$ cat config.mk
export PLATFORM = sky130hd
export DESIGN_NAME = pipelined_csa_adder
export DESIGN_NICKNAME = d
export VERILOG_FILES = /design/src/rtl/pipelined_csa_adder.sv
export SDC_FILE = /design/constraint.sdc
export NUM_CORES = 1
export LEC_CHECK = 0
export CAP_MARGIN = 10
export CORE_MARGIN = 1.5
export CORE_UTILIZATION = 55
export CTS_CLUSTER_DIAMETER = 30
export CTS_CLUSTER_SIZE = 40
export DETAILED_ROUTE_END_ITERATION = 16
export GPL_ROUTABILITY_DRIVEN = 0
export PLACE_DENSITY = 0.92
export SLEW_MARGIN = 10
export SYNTH_ARGS = -nofsm -noshare
export SYNTH_HDL_FRONTEND = slang
export SYNTH_SLANG_ARGS = --single-unit
$ cat constraint.sdc
create_clock -name clk -period 4.6 [get_ports clk]
set_input_delay 0.92 -clock clk [delete_from_list [all_inputs] [get_ports clk]]
set_output_delay 0.92 -clock clk [all_outputs]
set_load 0.005 [all_outputs]
$ cat src/rtl/pipelined_csa_adder.sv
// Pipelined carry-select adder/subtractor. The datapath is split into L = WIDTH/(BLK*SEGS) stages,
// each made of SEGS carry-select blocks of BLK bits. All stages share one stall enable.
module pipelined_csa_adder #(
    parameter int WIDTH = 32,
    parameter int BLK   = 4,
    parameter int SEGS  = 4
) (
    input  logic             clk,
    input  logic             rst,
    input  logic [WIDTH-1:0] a,
    input  logic [WIDTH-1:0] b,
    input  logic             cin,
    input  logic             sub,
    input  logic             in_valid,
    output logic             in_ready,
    output logic [WIDTH-1:0] sum,
    output logic             cout,
    output logic             ovf,
    output logic             out_valid,
    input  logic             out_ready
);
    localparam int SW = BLK * SEGS;
    localparam int L  = (SW > 0) ? WIDTH / SW : 1;

    if (BLK < 1 || SEGS < 1 || WIDTH < SW || (WIDTH % SW) != 0) begin : g_bad_params
        $fatal(1, "pipelined_csa_adder: WIDTH must be a nonzero multiple of BLK*SEGS");
    end

    logic             w_en;
    logic [WIDTH-1:0] r_x0;
    logic [WIDTH-1:0] r_y0;
    logic             r_c0;
    logic             r_v0;

    assign w_en     = !out_valid || out_ready;
    assign in_ready = w_en;

    // Operands are conditioned on entry (b inverted, carry forced) so every stage is a plain add.
    always_ff @(posedge clk) begin
        if (rst) begin
            r_x0 <= '0;
            r_y0 <= '0;
            r_c0 <= 1'b0;
            r_v0 <= 1'b0;
        end else if (w_en) begin
            r_v0 <= in_valid;
            if (in_valid) begin
                r_x0 <= a;
                r_y0 <= sub ? ~b : b;
                r_c0 <= sub | cin;
            end
        end
    end

    // r_x rotates: each stage consumes the low slice of a and pushes its sum slice in at the top.
    for (genvar k = 0; k < L; k++) begin : g_stage
        localparam int YW = WIDTH - k * SW;

        logic [WIDTH-1:0] w_x;
        logic [YW-1:0]    w_y;
        logic             w_c;
        logic             w_v;
        logic [BLK:0]     w_s0 [SEGS];
        logic [BLK:0]     w_s1 [SEGS];
        logic [SW-1:0]    w_slice;
        logic             w_cc;
        logic [WIDTH-1:0] w_xNext;
        logic [WIDTH-1:0] r_x;
        logic             r_c;
        logic             r_v;

        if (k == 0) begin : g_src
            assign w_x = r_x0;
            assign w_y = r_y0;
            assign w_c = r_c0;
            assign w_v = r_v0;
        end else begin : g_src
            assign w_x = g_stage[k-1].r_x;
            assign w_y = g_stage[k-1].g_fwd.r_y;
            assign w_c = g_stage[k-1].r_c;
            assign w_v = g_stage[k-1].r_v;
        end

        for (genvar j = 0; j < SEGS; j++) begin : g_blk
            assign w_s0[j] = {1'b0, w_x[j*BLK +: BLK]} + {1'b0, w_y[j*BLK +: BLK]};
            assign w_s1[j] = {1'b0, w_x[j*BLK +: BLK]} + {1'b0, w_y[j*BLK +: BLK]} + (BLK+1)'(1);
        end

        always_comb begin
            w_cc    = w_c;
            w_slice = '0;
            for (int j = 0; j < SEGS; j++) begin
                w_slice[j*BLK +: BLK] = w_cc ? w_s1[j][BLK-1:0] : w_s0[j][BLK-1:0];
                w_cc                  = w_cc ? w_s1[j][BLK]     : w_s0[j][BLK];
            end
        end

        if (WIDTH > SW) begin : g_rot
            assign w_xNext = {w_slice, w_x[WIDTH-1:SW]};
        end else begin : g_rot
            assign w_xNext = w_slice;
        end

        always_ff @(posedge clk) begin
            if (rst) begin
                r_x <= '0;
                r_c <= 1'b0;
                r_v <= 1'b0;
            end else if (w_en) begin
                r_v <= w_v;
                if (w_v) begin
                    r_x <= w_xNext;
                    r_c <= w_cc;
                end
            end
        end

        if (k < L - 1) begin : g_fwd
            logic [YW-SW-1:0] r_y;
            always_ff @(posedge clk) begin
                if (rst) begin
                    r_y <= '0;
                end else if (w_en && w_v) begin
                    r_y <= w_y[YW-1:SW];
                end
            end
        end else begin : g_last
            logic r_ovf;
            // Carry into the MSB is recovered as sum ^ a ^ b at that bit.
            always_ff @(posedge clk) begin
                if (rst) begin
                    r_ovf <= 1'b0;
                end else if (w_en && w_v) begin
                    r_ovf <= w_slice[SW-1] ^ w_x[SW-1] ^ w_y[SW-1] ^ w_cc;
                end
            end
        end
    end

    assign sum       = g_stage[L-1].r_x;
    assign cout      = g_stage[L-1].r_c;
    assign out_valid = g_stage[L-1].r_v;
    assign ovf       = g_stage[L-1].g_last.r_ovf;

endmodule

# Yosys cells after proc, flatten, opt, wreduce, memory -nomap -nowiden
# Index checks and enable logic that the tools add are counted.
word_totals:
  reg_bits: 151
  inputBits: 70
  out_inout_bits: 36
  elab_cells: 57
classes:
  addsub: 16
  mux: 17
  bitwise_logic: 5
  reduce_logical: 7
op_table:
  columns: ["op", "count"]
  rows:
  - ["4-bit by 4-bit adder with 5-bit output", 8]
  - ["5-bit by 1-bit adder with 5-bit output, second input constant", 8]
  - ["32-bit 2-to-1 mux", 1]
  - ["4-bit 2-to-1 mux", 8]
  - ["32-bit NOT", 1]
  - ["1-bit 2-to-1 mux", 8]
  - ["2-bit AND reduction", 3]
  - ["1-bit XOR", 3]
  - ["1-bit logical AND", 2]
  - ["1-bit zero test", 1]
  - ["1-bit logical OR", 1]
  - ["1-bit bitwise OR", 1]

# Depth between registers and ports, before layout
depth:
  word_depth: 9
  ltp_mapped: 12
  ltp_nobuf: 12

# Least setup slack after synthesis
# Ideal clock, no wire load.
synth_path:
  kind: "register to register"
  startpoint: "register g_stage[0].r_x[0]"
  endpoint: "register g_stage[1].g_last.r_ovf, in the netlist ovf"
  setup_time_ps: 122
  arrival_time_ps: 3134
  required_time_ps: 4478
  path_slack_ps: 1344
  path_stages_with_launch: 12
  path_buffers: 0
  period_less_slack_ps: 3256
  path_cell_list: "dfxtp_1 ha_1 fa_1 ha_1 and3_2 a311oi_1 o21ba_4 mux2_4 a211oi_1 xor2_1 and4_1 a311o_1"
synth_between:
  elab_chain_len: 9
synth_rtl:
  columns: ["item", "line", "rtl"]
  rows:
  - ["start: declaration", "68", "logic [WIDTH-1:0] r_x;"]
  - ["start signal: assignment", "112", "r_x <= w_xNext;"]
  - ["4-bit by 4-bit adder with 5-bit output *", "85, 86", null]
  - ["5-bit by 1-bit adder with 5-bit output", "86", "assign w_s1[j] = {1'b0, w_x[j*BLK +: BLK]} + {1'b0, w_y[j*BLK +: BLK]} + (BLK+1)'(1);"]
  - ["1-bit 2-to-1 mux * (3 in series)", "94", "w_cc = w_cc ? w_s1[j][BLK] : w_s0[j][BLK];"]
  - ["4-bit 2-to-1 mux", "93", "w_slice[j*BLK +: BLK] = w_cc ? w_s1[j][BLK-1:0] : w_s0[j][BLK-1:0];"]
  - ["1-bit XOR (2 in series)", "134", "r_ovf <= w_slice[SW-1] ^ w_x[SW-1] ^ w_y[SW-1] ^ w_cc;"]
  - ["1-bit XOR *", "134", null]
  - ["end signal: assignment", "134", null]
  - ["end: declaration", "128", "logic r_ovf;"]
# Mark *: on every way between the ends. The rest lies on a longest branch, timed or not.
# A chain may end at the register's enable or synchronous reset.

# Worst setup path after layout
# Ends and elaborated chain as after synthesis.

==> flow_summary.yaml <==
run_status:
  status: "finished clean"
layout:
  drive_above_1_share: 0.05609
  postLayoutCellArea_um2: 8905
  fillers: 883
  finalNetCount: 1032
  area_growth_syn_to_layout_pct: 24.03
  most-common-layout-cells: "177 x nand2_1, 151 x dfxtp_1, 110 x a21oi_1, 103 x clkdlybuf4s50_1, 63 x nor2_1"
  multi_input_area_um2: 3930
  final_util: 0.7028
  diodes: 0
  final_common_cell: "nand2_1"
  register_area_um2: 3023
min_path:
  hold_depth: 2
  worstHoldStart: "g_stage[0].r_x[21]"
  min_delay_worst_endpoint: "sum[5]"
  hp-class: "reg2reg"
global_routing:
  grt_pass1_vias: 5966
  track_usage: 0.2623
  grt_max_degree: 63
  grt_pass1_wl_um: 28080
  antenna_found_initial: 0
  grt-ovfl-total: 0
worst_setup_path:
  r2r_start: "g_stage[0].r_x[0]"
  crit_top_cell: "ha_1"
  cp-end-kind: "flop"
  path_cells: "ha_1 -> fa_1 -> ha_1 -> and3_2 -> a311oi_1 -> o21ba_4 -> mux2_4 -> a211oi_1 -> xor2_1 -> and4_1 -> a311o_1"
  critPathLaunchType: "flop"
  slowest_delay_ps: 490
  crit_slowest_cell: "fa_1"
  r2r_slack_ps: 1050
  path_max_fanout: 4
  path_class: "reg2reg"
  required_ps: 4910
  r2r_cells: 11
  arrival_ps: 3860
  reg2reg_to: "ovf"
sta:
  fin_crit_ps: 3547
  fin_ws_ps: 1053
  worst_pin_slew_ps: 1094
  tns_ps: 0
  rsz0062_at_grt: "false"
  max_slew_margin: 0.2706
  fin_crit_sh: 0.7711
  setup_violations: 0
  hold_violations: 0
  max_freq_mhz: 281.9
  skew_ps: 4.370
  maxSlewViolCount: 0
yosys:
  synth_ff_type: "dfxtp_1"
  syn_area_per_cell_um2: 8.578
  synth_top_family_by_area: "compound AO/OA/AOI/OAI gates"
  post-synth-top-area-cell: "dfxtp_1"
  ys_top_cells_by_area: "dfxtp_1 42%, nand2_1 9.3%, a21oi_1 7.7%"
  synth_compound_area_frac: 0.1751
  synthMuxAreaShare: 0.01969
  synth_xor_area_frac: 0.09028
  synthSimpleGateAreaFrac: 0.1699
  synth_cells: 837
  netlist.area_leader.share: 0.4211
  syn_area_um2: 7179
  ys_seq_area_frac: 0.4211
  ys_types: 48
  yosys_warnings: 0
  synth_seq_cells: 151
  synthAdderAreaFrac: 0.09202
  synth_nets: 955
  synth_edf_count: 0
  async_reset_ff_frac: 0
route:
  met3_length_um: 1261
  met1_length_um: 7614
  totalWireLength_um: 17480
  first_pass_iters: 5
  avgRoutedWirePerCell_um: 15.90
  drc: 0
  drtIter0Drc: 497
  vias_per_cell: 5.655
  top_layer: "met4"
  vias: 6215
  ant_nets: 0
  route.met2.wl_um: 8157
die:
  rows: 41
  io_pins: 106
  start_util: 0.5666
  die_y_um: 117.3
  coreArea_um2: 12670
  die_area_um2: 13750
  die_x_um: 117.3
clock_tree:
  cts_tree: "yes"
  insertion_delay_ps: 420
  cts_resized: 0
  cts_max_level: 4
  cts.sinks: 151
  cts_buffer_depth: 2
  clkTransAtPathRegs_ps: 60
  holdBufCountCts: 0
  numCtsBuffers: 17
  cts_root_buffer: "clkbuf_16"
  postCtsSetupBuffers: 0
placed_design:
  postPlaceCellArea_um2: 8287
  dp_worst_setup_slack_ps: 1167
  hpwl_um: 11290
  port_buffers: 105
power_and_ir_drop:
  vdd_ir_drop_max_mv: 0.2574
  power_density_nw_per_um2: 369.8
  leakagePower_nw: 3.491
job:
  cap_violations: 0
worst max-delay path, delay by kind of cell (launching register included):
family | cells | cell delay [ps]
adder cells (fa/ha/maj) | 3 | 960
XOR/XNOR | 1 | 150
flip-flops | 1 | 320
AO/OA/AOI/OAI | 4 | 1240
multiplexers | 1 | 330
AND/OR/NAND/NOR | 2 | 440
final cells by class:
class / instances / share of cell area
multi-input cells: 625 / 0.4413
inverters: 8 / 0.003372
clock buffers: 22 / 0.05325
flip-flops and latches: 151 / 0.3395
repair buffers: 111 / 0.1222
clock inverters: 10 / 0.01616
well taps: 172 / 0.02417
report_power, final:
group / internal (mW) / switching [mW]
logic: 0.194 / 0.224
clock network: 0.899 / 0.550
registers: 1.38 / 0.0476
total: 2.47 / 0.822
Yosys cell counts (all sizes together) (2+ instances only):
| master | instances |
|---|---|
| mux2 | 3 |
| a21o | 18 |
| a21oi | 111 |
| nand4 | 6 |
| dfxtp | 151 |
| nor4 | 2 |
| and3 | 7 |
| xnor2 | 58 |
| inv | 7 |
| o21ai | 6 |
| mux2i | 10 |
| fa | 8 |
| and4 | 2 |
| nand4b | 3 |
| nand2 | 177 |
| nor2b | 4 |
| xor2 | 16 |
| a311o | 2 |
| nand3 | 7 |
| a211oi | 55 |
| nor3 | 7 |
| and2 | 4 |
| ha | 40 |
| buf | 6 |
| nor2 | 63 |
| clkbuf | 47 |
| nand2b | 3 |
state kept, by name, summed over array words and instances (netlist names):
signal	flops
g_stage.r_x	32
g_stage.w_x	32
g_stage.w_y	32
sum	32
g_stage.g_fwd.r_y	16
cout	1
g_stage.r_c	1
g_stage.r_v	1
g_stage.w_c	1
g_stage.w_v	1
out_valid	1
ovf	1
worst max-delay path by stage:
| stage | start | end |
|---|---|---|
| after global placement | g_stage[0].r_x[0] | ovf |
| after floorplan | g_stage[0].r_x[0] | ovf |
| after detailed placement | g_stage[0].r_x[0] | ovf |
| after CTS | g_stage[0].r_x[0] | ovf |
| final | g_stage[0].r_x[0] | ovf |
| after global routing | g_stage[0].r_x[0] | ovf |
through the flow:
step / hold slack [ps] / power (mW) / cells
after global routing: 470.2 / 3.398 / 1099
after floorplan: 428.7 / 1.702 / 837
final: 453.4 / 3.293 / 1099
after detailed placement: 447.7 / 1.850 / 1067
after CTS: 455.9 / 3.284 / 1099
after global placement: 437.3 / 1.833 / 1067
routing by layer:
| metal | vias up | track usage |
|---|---|---|
| li1 | 3025 | - |
| met1 | 2877 | 0.3355 |
| met2 | 266 | 0.4233 |
| met3 | 47 | 0.06437 |
| met4 | 0 | 0.1133 |
| met5 | - | 0 |
kinds of logic after synthesis:
logic type | Yosys count
simple gates | 289
fa+ha+maj | 48
mux | 13
flops | 151
xor+xnor | 74
buf+inv | 61
compound gates | 201
No activity file was read; power rests on OpenSTA's default activity.
